### config.mk
export PLATFORM = sky130hd
export DESIGN_NAME = rca_result_monitor_flat
export DESIGN_NICKNAME = d
export VERILOG_FILES = /design/src/rtl/rca_result_monitor_pkg.sv /design/src/rtl/rca_result_monitor_if.sv /design/src/rtl/rca_golden_cmp.sv /design/src/rtl/rca_result_monitor.sv /design/src/flat_wrapper.sv
export SDC_FILE = /design/constraint.sdc
export NUM_CORES = 1
export LEC_CHECK = 0
export BUFFER_PORTS_ARGS = -buffer_cell sky130_fd_sc_hd__buf_2
export CAP_MARGIN = 10
export CORE_MARGIN = 1.5
export CORE_UTILIZATION = 57
export CTS_BUF_LIST = sky130_fd_sc_hd__clkbuf_8
export CTS_CLUSTER_DIAMETER = 40
export DETAILED_ROUTE_END_ITERATION = 10
export PLACE_DENSITY = 0.92
export SYNTH_ARGS = -nofsm -noshare
export SYNTH_HDL_FRONTEND = slang
export SYNTH_SLANG_ARGS = --single-unit
### constraint.sdc
create_clock -name MAX10_CLK1_50 -period 6.6 [get_ports MAX10_CLK1_50]
set_input_delay 0 -clock MAX10_CLK1_50 [delete_from_list [all_inputs] [get_ports MAX10_CLK1_50]]
set_output_delay 0 -clock MAX10_CLK1_50 [all_outputs]
set_load 0.1 [all_outputs]
### src/rtl/rca_result_monitor_pkg.sv
// Shared types for the ripple-carry adder result monitor: FSM states,
// default widths and the operand/result vector record.
package rca_tb_pkg;

    localparam int DEF_WIDTH = 8;
    localparam int DEF_CNT_W = 16;

    typedef enum logic [1:0] {
        MON_IDLE = 2'd0,
        MON_RUN  = 2'd1,
        MON_DONE = 2'd2
    } mon_state_t;

    // One adder observation: result is {cout, sum}
    typedef struct packed {
        logic [DEF_WIDTH-1:0] a;
        logic [DEF_WIDTH-1:0] b;
        logic                 cin;
        logic [DEF_WIDTH:0]   result;
    } rca_vec_t;

endpackage

### src/rtl/rca_result_monitor_if.sv
// Vector bus from the adder under test into the monitor; the adder side
// drives it (master), the monitor samples it (slave).
interface rca_result_monitor_if
    import rca_tb_pkg::*;
#(
    parameter int WIDTH = DEF_WIDTH
) ();

    logic             in_valid;
    logic [WIDTH-1:0] op_a;
    logic [WIDTH-1:0] op_b;
    logic             cin;
    logic [WIDTH-1:0] sum;
    logic             cout;

    modport master (
        output in_valid,
        output op_a,
        output op_b,
        output cin,
        output sum,
        output cout
    );

    modport slave (
        input in_valid,
        input op_a,
        input op_b,
        input cin,
        input sum,
        input cout
    );

endinterface

### src/rtl/rca_golden_cmp.sv
// Combinational golden model of the adder: full-width a + b + cin and a
// compare against the observed {cout, sum}.
module rca_golden_cmp
    import rca_tb_pkg::*;
#(
    parameter int WIDTH = DEF_WIDTH
) (
    input  logic [WIDTH-1:0] a,
    input  logic [WIDTH-1:0] b,
    input  logic             cin,
    input  logic [WIDTH:0]   got,
    output logic [WIDTH:0]   exp_sum,
    output logic             mismatch
);

    // Operands are zero-extended first so the carry-out bit is never lost
    always_comb begin
        exp_sum  = {1'b0, a} + {1'b0, b} + {{WIDTH{1'b0}}, cin};
        mismatch = (exp_sum != got);
    end

endmodule

### src/rtl/rca_result_monitor.sv
// Two-stage capture/check monitor for the ripple-carry adder: registers each
// vector, checks it against a golden sum and accumulates counts and snapshot.
module rca_result_monitor
    import rca_tb_pkg::*;
#(
    parameter int WIDTH      = DEF_WIDTH,
    parameter int CNT_W      = DEF_CNT_W,
    parameter int TEST_LIMIT = 256
) (
    input  logic                 MAX10_CLK1_50,
    input  logic                 reset,
    input  logic                 start,
    rca_result_monitor_if.slave  vec,
    output logic                 busy,
    output logic                 done,
    output logic                 any_error,
    output logic [CNT_W-1:0]     test_count,
    output logic [CNT_W-1:0]     err_count,
    output logic [WIDTH-1:0]     first_a,
    output logic [WIDTH-1:0]     first_b,
    output logic [WIDTH:0]       first_got,
    output logic [WIDTH:0]       first_exp
);

    localparam logic [CNT_W-1:0] LIMIT    = CNT_W'(TEST_LIMIT);
    localparam logic [CNT_W-1:0] LIMIT_M1 = CNT_W'(TEST_LIMIT - 1);

    mon_state_t state;
    mon_state_t state_next;

    logic             accept;
    logic             run_entry;
    logic [CNT_W-1:0] acc_cnt;

    logic             s1_valid;
    logic [WIDTH-1:0] s1_a;
    logic [WIDTH-1:0] s1_b;
    logic             s1_cin;
    logic [WIDTH:0]   s1_got;

    logic             s2_valid;
    logic [WIDTH-1:0] s2_a;
    logic [WIDTH-1:0] s2_b;
    logic [WIDTH:0]   s2_got;
    logic [WIDTH:0]   s2_exp;
    logic             s2_mismatch;

    logic [WIDTH:0]   cmp_exp;
    logic             cmp_mismatch;

    always_ff @(posedge MAX10_CLK1_50) begin
        if (reset) begin
            state <= MON_IDLE;
        end else begin
            state <= state_next;
        end
    end

    // The limit check uses the pre-increment count, so DONE is entered on the
    // same edge that accepts the final vector.
    always_comb begin
        state_next = state;
        accept     = 1'b0;
        run_entry  = 1'b0;
        case (state)
            MON_IDLE, MON_DONE: begin
                if (start) begin
                    state_next = MON_RUN;
                    run_entry  = 1'b1;
                end
            end
            MON_RUN: begin
                if (vec.in_valid && (acc_cnt < LIMIT)) begin
                    accept = 1'b1;
                    if (acc_cnt == LIMIT_M1) begin
                        state_next = MON_DONE;
                    end
                end
            end
            default: begin
                state_next = MON_IDLE;
            end
        endcase
    end

    assign busy = (state == MON_RUN);
    assign done = (state == MON_DONE);

    rca_golden_cmp #(
        .WIDTH (WIDTH)
    ) u_cmp (
        .a        (s1_a),
        .b        (s1_b),
        .cin      (s1_cin),
        .got      (s1_got),
        .exp_sum  (cmp_exp),
        .mismatch (cmp_mismatch)
    );

    // A run start wipes the same state as reset, so in-flight vectors from
    // the previous run never leak into the new counts.
    always_ff @(posedge MAX10_CLK1_50) begin
        if (reset || run_entry) begin
            acc_cnt     <= '0;
            s1_valid    <= 1'b0;
            s1_a        <= '0;
            s1_b        <= '0;
            s1_cin      <= 1'b0;
            s1_got      <= '0;
            s2_valid    <= 1'b0;
            s2_a        <= '0;
            s2_b        <= '0;
            s2_got      <= '0;
            s2_exp      <= '0;
            s2_mismatch <= 1'b0;
            any_error   <= 1'b0;
            test_count  <= '0;
            err_count   <= '0;
            first_a     <= '0;
            first_b     <= '0;
            first_got   <= '0;
            first_exp   <= '0;
        end else begin
            s1_valid <= accept;
            if (accept) begin
                s1_a    <= vec.op_a;
                s1_b    <= vec.op_b;
                s1_cin  <= vec.cin;
                s1_got  <= {vec.cout, vec.sum};
                acc_cnt <= acc_cnt + 1'b1;
            end

            s2_valid <= s1_valid;
            if (s1_valid) begin
                s2_a        <= s1_a;
                s2_b        <= s1_b;
                s2_got      <= s1_got;
                s2_exp      <= cmp_exp;
                s2_mismatch <= cmp_mismatch;
            end

            if (s2_valid) begin
                test_count <= test_count + 1'b1;
                if (s2_mismatch) begin
                    if (err_count != {CNT_W{1'b1}}) begin
                        err_count <= err_count + 1'b1;
                    end
                    any_error <= 1'b1;
                    if (!any_error) begin
                        first_a   <= s2_a;
                        first_b   <= s2_b;
                        first_got <= s2_got;
                        first_exp <= s2_exp;
                    end
                end
            end
        end
    end

endmodule

### src/flat_wrapper.sv
// flat-port wrapper written by rule: the top's interface ports become plain ports
module rca_result_monitor_flat import rca_tb_pkg::*;
#(
    parameter int WIDTH      = DEF_WIDTH,
    parameter int CNT_W      = DEF_CNT_W,
    parameter int TEST_LIMIT = 256
)
  (MAX10_CLK1_50, reset, start, busy, done, any_error, test_count, err_count, first_a, first_b, first_got, first_exp, vec_in_valid, vec_op_a, vec_op_b, vec_cin, vec_sum, vec_cout);
  rca_result_monitor_if #(.WIDTH(WIDTH)) vec_i ();
  input  logic MAX10_CLK1_50;
  input  logic reset;
  input  logic start;
  output logic busy;
  output logic done;
  output logic any_error;
  output logic [CNT_W-1:0] test_count;
  output logic [CNT_W-1:0] err_count;
  output logic [WIDTH-1:0] first_a;
  output logic [WIDTH-1:0] first_b;
  output logic [WIDTH:0] first_got;
  output logic [WIDTH:0] first_exp;
  input wire logic [$bits(vec_i.in_valid)-1:0] vec_in_valid;
  input wire logic [$bits(vec_i.op_a)-1:0] vec_op_a;
  input wire logic [$bits(vec_i.op_b)-1:0] vec_op_b;
  input wire logic [$bits(vec_i.cin)-1:0] vec_cin;
  input wire logic [$bits(vec_i.sum)-1:0] vec_sum;
  input wire logic [$bits(vec_i.cout)-1:0] vec_cout;
  assign vec_i.in_valid = vec_in_valid;
  assign vec_i.op_a = vec_op_a;
  assign vec_i.op_b = vec_op_b;
  assign vec_i.cin = vec_cin;
  assign vec_i.sum = vec_sum;
  assign vec_i.cout = vec_cout;
  rca_result_monitor #(.WIDTH(WIDTH), .CNT_W(CNT_W), .TEST_LIMIT(TEST_LIMIT)) u_core (.MAX10_CLK1_50(MAX10_CLK1_50), .reset(reset), .start(start), .vec(vec_i), .busy(busy), .done(done), .any_error(any_error), .test_count(test_count), .err_count(err_count), .first_a(first_a), .first_b(first_b), .first_got(first_got), .first_exp(first_exp));
endmodule
==> flow_summary.ini <==
[outcome]
status = finished, final reports clean

[clock_tree]
numCtsBuffers = 17
cts_root_buffer = clkbuf_8
clock_sinks = 148
cts_buffer_depth = 2
insertion_delay_ps = 450
htreeDepth = 4
cts.clk_slew.worst_paths_ps = 80
cts_tree = done

[setup_path]
crit_type = reg -> reg
reg2reg_depth = 6
worstPathArrival_ps = 3170
path_max_fanout = 29
critPathCaptureType = flip-flop
crit_chain = or4_4, nor2_2, and3_1, nand4_1, or3_1, a21oi_1
required_ps = 6970
start_kind = flip-flop
crit_path_top_delay_cell = and3_1
slowest_delay_ps = 890

[power_and_ir_drop]
ir_worst_vdd_uv = 247
p_int_mw = 1.23
fin_total_pwr_mw = 1.63
p_seq_frac = 0.553
swShare = 0.245
p_switching_mw = 0.400
combinationalPowerShare = 0.054
pwr-share-clk = 0.393
power.density_mw_per_mm2 = 228
leakagePower_nw = 2.84

[timing]
clock_skew_ps = 13.3
finalSetupTns_ps = 0
setup-violations-final = 0
slew_violations = 0
max_slew.worst_pin.slew_ps = 1110
relSlewSlack = 0.255
fmax_mhz = 357
rsz0062_at_grt = no
period_minus_slack_ps = 2800
finalHoldViolCount = 0
timing.final.crit_share = 0.424
hold_slack_ps = 110

[die]
core_mm2 = 0.0102
num_io_pins = 99
die_height_um = 105
dieArea_mm2 = 0.0111
initial_core_util = 0.585
rows = 37
fp.dieW_um = 105

[yosys]
netlist-cell-type-count = 47
synthCells = 690
synth_area_leaders = dfxtp_1, nand2_1, a21oi_1
synth_ff_type = dfxtp_1
synth_seq_cells = 148
yosysTopAreaCell = dfxtp_1
synth.top_cell.area_share = 0.495
ys_seq_area_frac = 0.495
yosysWarnings = 0
synth_area_mm2 = 0.00598
async_reset_ff_frac = 0
avgSynthCellArea_um2 = 8.67
synth_edf_count = 0
syn_nets = 732
synth_most_common_cell = dfxtp_1
synthTopCellsByCount = dfxtp_1, nand2_1, nor2_1

[flow_run]
drv_cap = 0

[global_route]
antenna_found_initial = 0
grt_util_all_layers = 0.265
overflow = 0
grt_max_degree = 105
grt_pass1_vias = 4983
grt_pass1_wl_um = 23600

[final_layout]
area_delta_synth_final_pct = 19.9
drive_above_1_share = 0.180
final_net_count = 842
antenna_cells = 0
final_area_mm2 = 0.00717
fillCellCount = 742

[routing]
avgViaCountPerCell = 5.50
drt_iter0_markers = 392
wl_per_cell_um = 15.0
drc = 0
ant_nets = 0
drt_pre_antenna_iters = 5
wirelength_um = 14300
vias = 5215

[hold_path]
hold_depth = 6
hp-class = in -> reg

[placement]
dp.final_hpwl_um = 8790
port_buffers = 98
gp_congestion = 0.857
placed_area_mm2 = 0.00652
## cells by family after synthesis
family	Yosys count	share of synthesized area
AND/OR/NAND/NOR	299	0.223
flip-flops	148	0.495
AO/OA/AOI/OAI	102	0.0956
XOR/XNOR	49	0.0718
buffers and inverters	46	0.0297
multiplexers	34	0.0569
adder cells (fa/ha/maj)	12	0.0276
## metrics by stage
step                      std cells  utilization  setup slack, ps
after CTS                       948        0.701             3830
after global placement          888        0.638             3910
after global routing            948        0.701             3590
after floorplan                 690            -             4130
final                           948        0.701             3800
after detailed placement        888        0.638             3870
## cell type report
type | instances | area [um2] | share of cell area
well taps | 136 | 170 | 0.0237
flip-flops and latches | 148 | 2960 | 0.413
clock buffers | 18 | 248 | 0.0345
repair buffers | 130 | 803 | 0.112
clock inverters | 13 | 111 | 0.0155
multi-input cells | 496 | 2850 | 0.397
inverters | 7 | 26.3 | 0.00366
## metal layers
layer / vias to the layer above / share of wire / GRT usage
met5: - / 0 / 0
met4: 0 / 0.024 / 0.0890
met3: 42 / 0.071 / 0.0853
met2: 218 / 0.48 / 0.438
met1: 2438 / 0.43 / 0.327
li1: 2517 / - / -
## critical path: cells and delay by family, from the launching register on
family	cells	cell delay, ps
AND/OR/NAND/NOR	5	2280
flip-flops	1	310
AO/OA/AOI/OAI	1	130
## registers in the layout (all words and copies together), names as in the netlist, 9 cells and up
name               count
u_core.test_count     16
u_core.first_got       9
u_core.first_exp       9
u_core.s1_got          9
u_core.s2_exp          9
u_core.s2_got          9
u_core.acc_cnt        16
u_core.err_count      16
## cell usage in the layout (no fill, tap or decap), drive strengths merged, types with 4 or more instances in the layout
cell,instances
clkinvlp,7
nand2b,7
inv,8
nand3,10
nand2,144
clkbuf,18
clkinv,4
ha,10
and2,8
nand4,11
nor2,81
and3,9
nor3,4
dlygate4sd3,29
mux2i,34
buf,101
o21ai,9
xor2,35
or3,4
a21oi,77
xnor2,14
dfxtp,148
and4,5
## final timing paths
| kind | startpoint | end | slack (ps) |
|---|---|---|---|
| min | vec_in_valid | u_core.acc_cnt[2] | 110 |
| max | u_core.acc_cnt[10] | u_core.acc_cnt[5] | 3800 |
| max reg2reg | u_core.acc_cnt[10] | u_core.acc_cnt[5] | 3800 |
| min reg2reg | u_core.s2_exp[4] | u_core.first_exp[4] | 450 |
## timing repair
item / in CTS / in global routing
setup buffers: 0 / 0
hold buffers: 29 / 0
hold endpoints to repair: 28 / 0
resized for setup: 0 / 0
## power groups by stage
stage	registers, mW	logic (mW)	clock network (mW)
3_5_place_dp	0.924	0.0724	0
6_report	0.904	0.0883	0.642
3_3_place_gp	0.924	0.0717	0
4_1_cts	0.903	0.0861	0.644
2_1_floorplan	0.923	0.0526	0
5_1_grt	0.904	0.0953	0.694
Power figures use the tool's default switching activity.
